File: config.mk
export PLATFORM = sky130hd
export DESIGN_NAME = blockade_audio_filter
export DESIGN_NICKNAME = d
export VERILOG_FILES = /design/src/rtl/blockade_audio_filter.sv
export SDC_FILE = /design/constraint.sdc
export NUM_CORES = 1
export LEC_CHECK = 0
export BUFFER_PORTS_ARGS = -buffer_cell sky130_fd_sc_hd__buf_2
export CORE_ASPECT_RATIO = 1.5
export CORE_MARGIN = 2
export CORE_UTILIZATION = 40
export CTS_CLUSTER_DIAMETER = 100
export CTS_CLUSTER_SIZE = 12
export DETAILED_ROUTE_END_ITERATION = 10
export PLACE_DENSITY = 0.62
export SYNTH_ARGS = -nofsm -noshare
export SYNTH_HDL_FRONTEND = slang
export SYNTH_SLANG_ARGS = --single-unit
File: constraint.sdc
create_clock -name clk -period 4 [get_ports clk]
set_input_delay 0 -clock clk [delete_from_list [all_inputs] [get_ports clk]]
set_output_delay 0 -clock clk [all_outputs]
set_load 0.02 [all_outputs]
File: src/rtl/blockade_audio_filter.sv
// blockade_audio_filter: decimated first-order IIR low-pass, y += (x - y) * 2^-SHIFT.
// Define BLOCKADE_LPF_STAGE2_EN to cascade a second identical stage for steeper roll-off.
module blockade_audio_filter #(
  parameter int unsigned DIV   = 20,
  parameter int unsigned SHIFT = 6
) (
  input  logic               clk,
  input  logic               reset,
  input  logic signed [15:0] in,
  output logic signed [15:0] out,
  output logic               tick
);

  // Holds x * 2^SHIFT plus its fractional residue with headroom, so the update never wraps.
  localparam int unsigned ACC_W = SHIFT + 17;
  localparam logic [15:0] CNT_LAST = 16'(DIV - 1);
  localparam logic signed [ACC_W-1:0] Y_MAX = ACC_W'(32767);
  localparam logic signed [ACC_W-1:0] Y_MIN = ACC_W'(-32768);

  function automatic logic signed [ACC_W-1:0] iir_step(
    input logic signed [ACC_W-1:0] acc,
    input logic signed [15:0]      x
  );
    logic signed [ACC_W-1:0] x_ext;
    x_ext = ACC_W'(x);
    return acc + x_ext - (acc >>> SHIFT);
  endfunction

  function automatic logic signed [15:0] sat_out(input logic signed [ACC_W-1:0] acc);
    logic signed [ACC_W-1:0] y;
    y = acc >>> SHIFT;
    if (y > Y_MAX) begin
      return 16'sh7fff;
    end else if (y < Y_MIN) begin
      return 16'sh8000;
    end else begin
      return $signed(y[15:0]);
    end
  endfunction

  logic [15:0]             cnt_q, cnt_d;
  logic                    tick_q, tick_d;
  logic                    tick_edge_s;
  logic signed [ACC_W-1:0] acc1_q, acc1_d;
  logic signed [15:0]      y1_q, y1_d;

  // Sample-rate divider and tick pulse generation.
  always_comb begin
    cnt_d       = cnt_q;
    tick_edge_s = 1'b0;
    if (cnt_q == CNT_LAST) begin
      cnt_d       = 16'd0;
      tick_edge_s = 1'b1;
    end else begin
      cnt_d       = cnt_q + 16'd1;
      tick_edge_s = 1'b0;
    end
    tick_d = tick_edge_s;
  end

  // Stage 1 update: state only moves on tick edges.
  always_comb begin
    acc1_d = acc1_q;
    y1_d   = y1_q;
    if (tick_edge_s) begin
      acc1_d = iir_step(acc1_q, in);
      y1_d   = sat_out(acc1_d);
    end else begin
      acc1_d = acc1_q;
      y1_d   = y1_q;
    end
  end

  // Divider, tick and stage-1 state registers.
  always_ff @(posedge clk) begin
    if (!reset) begin
      cnt_q  <= 16'd0;
      tick_q <= 1'b0;
      acc1_q <= '0;
      y1_q   <= 16'sd0;
    end else begin
      cnt_q  <= cnt_d;
      tick_q <= tick_d;
      acc1_q <= acc1_d;
      y1_q   <= y1_d;
    end
  end

`ifdef BLOCKADE_LPF_STAGE2_EN
  logic signed [ACC_W-1:0] acc2_q, acc2_d;
  logic signed [15:0]      y2_q, y2_d;

  // Stage 2 consumes the stage-1 output registered before this tick edge.
  always_comb begin
    acc2_d = acc2_q;
    y2_d   = y2_q;
    if (tick_edge_s) begin
      acc2_d = iir_step(acc2_q, y1_q);
      y2_d   = sat_out(acc2_d);
    end else begin
      acc2_d = acc2_q;
      y2_d   = y2_q;
    end
  end

  // Stage-2 state registers.
  always_ff @(posedge clk) begin
    if (!reset) begin
      acc2_q <= '0;
      y2_q   <= 16'sd0;
    end else begin
      acc2_q <= acc2_d;
      y2_q   <= y2_d;
    end
  end

  assign out = y2_q;
`else
  assign out = y1_q;
`endif

  assign tick = tick_q;

endmodule

# Yosys cells after proc, flatten, opt, wreduce, memory -nomap -nowiden
# Cells that the tools add are included.
totals:
  reg_bits: 56
  input_bits: 18
  out_inout_bits: 17
  word_cells: 15
op_classes:
  addsub: 3
  magnitude_cmp: 2
  n_eq_ne: 1
  muxes: 3
  bitwise: 1
  n_reduce_logical: 1
op_table:
  columns: ["op", "n"]
  rows:
  - ["16-bit two-way mux", 2]
  - ["23-bit by 16-bit adder with 23-bit output", 1]
  - ["23-bit by 17-bit subtractor with 23-bit output", 1]
  - ["17-bit by 16-bit greater-than comparator with 1-bit output (second input constant)", 1]
  - ["17-bit by 16-bit < comparator with 1-bit output (second input constant)", 1]
  - ["16-bit by 1-bit adder with 16-bit output (second input constant)", 1]
  - ["16-bit by 5-bit equality test with 1-bit output (second input constant)", 1]
  - ["2-bit OR reduction", 1]
  - ["1-bit two-way mux", 1]
  - ["1-bit inverter", 1]

# Longest topological paths before layout
logic_depth:
  word_depth: 5
  ltp_mapped: 13
  depth_no_buf: 13

# Worst setup path before layout
# No wires, ideal clock.
synth_path:
  path_kind: "flip-flop to flip-flop"
  from: "register acc1_q[1]"
  to: "register y1_q[0], in the netlist out[0]"
  setup_time_ns: 0.117
  arrival_time_ns: 3.008
  required_time_ns: 3.883
  setup_slack_ns: 0.875
  path_stages_with_launch: 13
  n_path_buf: 0
  synth_period_minus_slack_ns: 3.125
  cell_sequence: "dfxtp_1 -> inv_1 -> fa_1 -> inv_1 -> fa_1 -> a211oi_2 -> o211a_1 -> o211ai_1 -> and2_4 -> a41oi_4 -> xor2_4 -> maj3_1 -> a22o_1"
synth_between:
  elab_chain_len: 5
  elab_cells_between_ends: 6
  classes_between: "add/sub: 2; order compare: 2; mux: 2"
synth_lines:
  columns: ["element", "line_no", "source"]
  rows:
  - ["start, declared", "44", "logic signed [ACC_W-1:0] acc1_q, acc1_d;"]
  - ["start signal, assigned", "79", "acc1_q <= '0;"]
  - ["start signal, assigned", "84", "acc1_q <= acc1_d;"]
  - ["23-bit by 16-bit adder with 23-bit output (*)", "26", "return acc + x_ext - (acc >>> SHIFT);"]
  - ["23-bit by 17-bit subtractor with 23-bit output (*)", "26", null]
  - ["17-bit by 16-bit < comparator with 1-bit output", "34", "end else if (y < Y_MIN) begin"]
  - ["16-bit two-way mux", "34", null]
  - ["16-bit two-way mux (*)", "32", "if (y > Y_MAX) begin"]
  - ["end signal, assigned", "85", "y1_q <= y1_d;"]
  - ["end, declared", "45", "logic signed [15:0] y1_q, y1_d;"]
# Every way passes the cells marked *; elsewhere a longest branch is shown, timed or not.
# A chain may end at the register's enable or synchronous reset.

# Worst setup path after layout
layout_path:
  from: "register acc1_q[13]"
  to: "register y1_q[9], in the netlist out[9]"
layout_between:
  elab_chain_len: 5
  elab_cells_between_ends: 6
  classes_between: "add/sub: 2; order compare: 2; mux: 2"
layout_lines:
  columns: ["element", "line_no"]
  rows:
  - ["23-bit by 16-bit adder with 23-bit output", "26"]
  - ["23-bit by 17-bit subtractor with 23-bit output (*)", "26"]
  - ["17-bit by 16-bit < comparator with 1-bit output", "34"]
  - ["16-bit two-way mux", "34"]
  - ["16-bit two-way mux (*)", "32"]
# Marks and branches as above.

==> out/metrics.csv <==
metric,value,unit
synth_nets,545,
io_buffers,34,
tightest_slew,0.9165,ns
fin_crit_sh,0.8534,
num_antenna_cells,0,
r2r_setup_slack,0.59,ns
ys_seq_area_frac,0.2837,
r2r-end,out[9],
period_needed,3.413,ns
hold-path-endpoint,out[15],
relSlewSlack,0.3875,
layout-drive-gt1-share,0.1074,
setup_viol,0,
core,9634,µm²
end_kind,flop,
die_area,10710,µm²
slew_violations,0,
grt_usage,0.1783,
fill_cells,945,
via_per_inst,5.121,
areaGrowthSynthToFinish,10.73,%
netlist_area,3951,µm²
crit_path_max_fanout,10,
routed-via-count,3211,
r2r-start,acc1_q[13],
setup.worst_path.class,flop to flop,
dp_cells,619,
grt_pass1_wl,15290,µm
synth_edf_count,0,
crit_arrival,3.58,ns
max_freq,293.0,MHz
start_util,0.4101,
routed_wl,9197,µm
cts_sinks,56,
h-tree-depth,2,
clockRootBuffer,clkbuf_16,
overflow,0,
fin_setup_tns,0,ns
critPathBufInv,2,
cts-buffers-inserted,5,
p_leak,1.981,nW
final_hold_viol_count,0,
synth_top_cell_by_area,dfxtp_1,
wl_per_cell,14.67,µm
synth.top_cells.by_area,"dfxtp_1 28%, fa_1 11%, inv_1 8.3%",
finClkSkew,0.009225,ns
cpPeakStageDelay,0.50,ns
cts_tree,built,
hold_buffers,0,
avgSynthCellArea,8.232,µm²
drt_iter0_drc,156,
post-route-drc-count,0,
cts_resized,0,
status,"finished, final reports clean",
antenna_found_initial,0,
grt_max_degree,26,
whs_path_depth,2,
gp_congestion,0.8475,
synth_common_cells,"87 x inv_1, 56 x dfxtp_1, 50 x nand2_1, 39 x nor2_1, 32 x a21oi_1",
synth_cell_types,51,
rsz0062_at_grt,no,
yosys_warnings,0,
clk_latency,0.30,ns
yosysMostFrequentCell,inv_1,
clk_pin_slew_worst_paths,0.07,ns
vdd_drop_max,0.0002114,V
stdcell_count,627,
power.density,299.6,nW/µm²
cp_top_family,compound AO/OA/AOI/OAI gates,
critPathSlowestCell,fa_1,
start_kind,flop,
io_pins,35,
die_h,125.7,µm
synth_cells,480,
die_w,85.15,µm
first_pass_iters,6,
synth_seq_cells,56,
worstPathRequired,4.16,ns
async_flop_share,0,
path_cells,inv_1 > fa_1 > inv_1 > ha_1 > a21o_1 > a31oi_1 > o211ai_1 > and2_4 > a41oi_4 > xor2_4 > nor2_1 > o211ai_1,
post_cts_buffers,0,
dpl.hpwl,7445,µm
postRouteAntennaNets,0,
grt_pass1_vias,3302,
fin_nets,576,
hp-start,reset,
cts_max_path_buffers,2,
synthFlopType,dfxtp_1,
worst-r2r-cell-count,12,
maxCapViolCount,0,
hold_class,input port to flop,
yosysTopAreaCellShare,0.2837,
num_rows,44,
-- sequential cells by signal, indices dropped and copies added (netlist names) --
register	cells
out	16
acc1_q	23
cnt_q	16
tick	1
-- area by class of cell --
type / count / area, µm² / area share
Multi-Input combinational cell: 326 / 2460 / 0.5622
Sequential cell: 56 / 1121 / 0.2562
Inverter: 87 / 326.6 / 0.07464
Timing Repair Buffer: 35 / 177.7 / 0.04061
Tap cell: 115 / 143.9 / 0.03289
Clock buffer: 5 / 125.1 / 0.02860
Clock inverter: 3 / 21.27 / 0.004861
-- worst max-delay path by stage --
stage          slack (ns)  startpoint  cells past startpoint       to
2_1_floorplan        0.88   acc1_q[1]                     12   out[0]
3_3_place_gp         0.66  acc1_q[13]                     12  out[10]
3_5_place_dp         0.60  acc1_q[13]                     12   out[9]
4_1_cts              0.59  acc1_q[13]                     12   out[9]
5_1_grt              0.37  acc1_q[10]                     12   out[4]
6_report             0.59  acc1_q[13]                     12   out[9]
-- through the flow --
stage          instance area [µm²]  setup slack, ns  total power, W  hold WS [ns]  utilization
2_1_floorplan                 3951           0.8753       0.0008114        0.2752            -
3_3_place_gp                  4229           0.6568       0.0008706        0.3231       0.4390
3_5_place_dp                  4229           0.5986       0.0008755        0.3213       0.4390
4_1_cts                       4375           0.5917        0.001322      0.003899       0.4542
5_1_grt                       4375           0.3657        0.001376      0.007281       0.4542
6_report                      4375           0.5865        0.001311      0.008333       0.4542
-- where the power goes --
group          switching, W  internal, W  total, W
sequential       0.00000240     0.000559  0.000562
combinational      0.000181     0.000121  0.000301
clock              0.000214     0.000234  0.000448
total              0.000397     0.000914   0.00131
-- metal layers --
metal  global-route usage  routed length, µm  vias up
li1                     -                  -     1633
met1               0.1843               3542     1500
met2               0.3419               5008       57
met3              0.02687                273       21
met4              0.08310                373        0
met5                    0                  0        -
-- worst register-to-register path, delay by kind of cell, from the launching register on --
| family | cells | cell delay (ns) |
|---|---|---|
| buffers and inverters | 2 | 0.14 |
| AO/OA/AOI/OAI | 5 | 1.03 |
| flip-flops | 1 | 0.38 |
| AND/OR/NAND/NOR | 2 | 0.62 |
| adder cells (fa/ha/maj) | 2 | 0.94 |
| XOR/XNOR | 1 | 0.16 |
-- layout by cell type (no fill, tap or decap), types with 5 or more instances in the layout --
cell / Yosys / final
nor2_1: 39 / 39
o21ai_0: 25 / 25
clkbuf_16: 0 / 5
a21oi_1: 32 / 32
buf_2: 2 / 34
nand3_1: 7 / 7
o211ai_1: 10 / 10
inv_1: 87 / 87
fa_1: 22 / 22
xnor2_1: 20 / 20
a22o_1: 5 / 5
xor2_1: 13 / 13
ha_1: 25 / 25
dfxtp_1: 56 / 56
a21o_1: 8 / 8
nand4_1: 6 / 6
nand2_1: 50 / 50
and2_1: 5 / 5
and3_1: 5 / 5
-- cells by family (layout without fill, tap and decap cells) --
| kind of cell | count (synthesis) | in the layout | synth area share |
|---|---|---|---|
| simple gates | 129 | 129 | 0.1485 |
| compound gates | 107 | 107 | 0.1786 |
| buf+inv | 98 | 130 | 0.09373 |
| flops | 56 | 56 | 0.2837 |
| fa+ha+maj | 51 | 51 | 0.2008 |
| xor+xnor | 35 | 35 | 0.08423 |
| mux | 4 | 4 | 0.01045 |
Power figures use the tool's default switching activity.
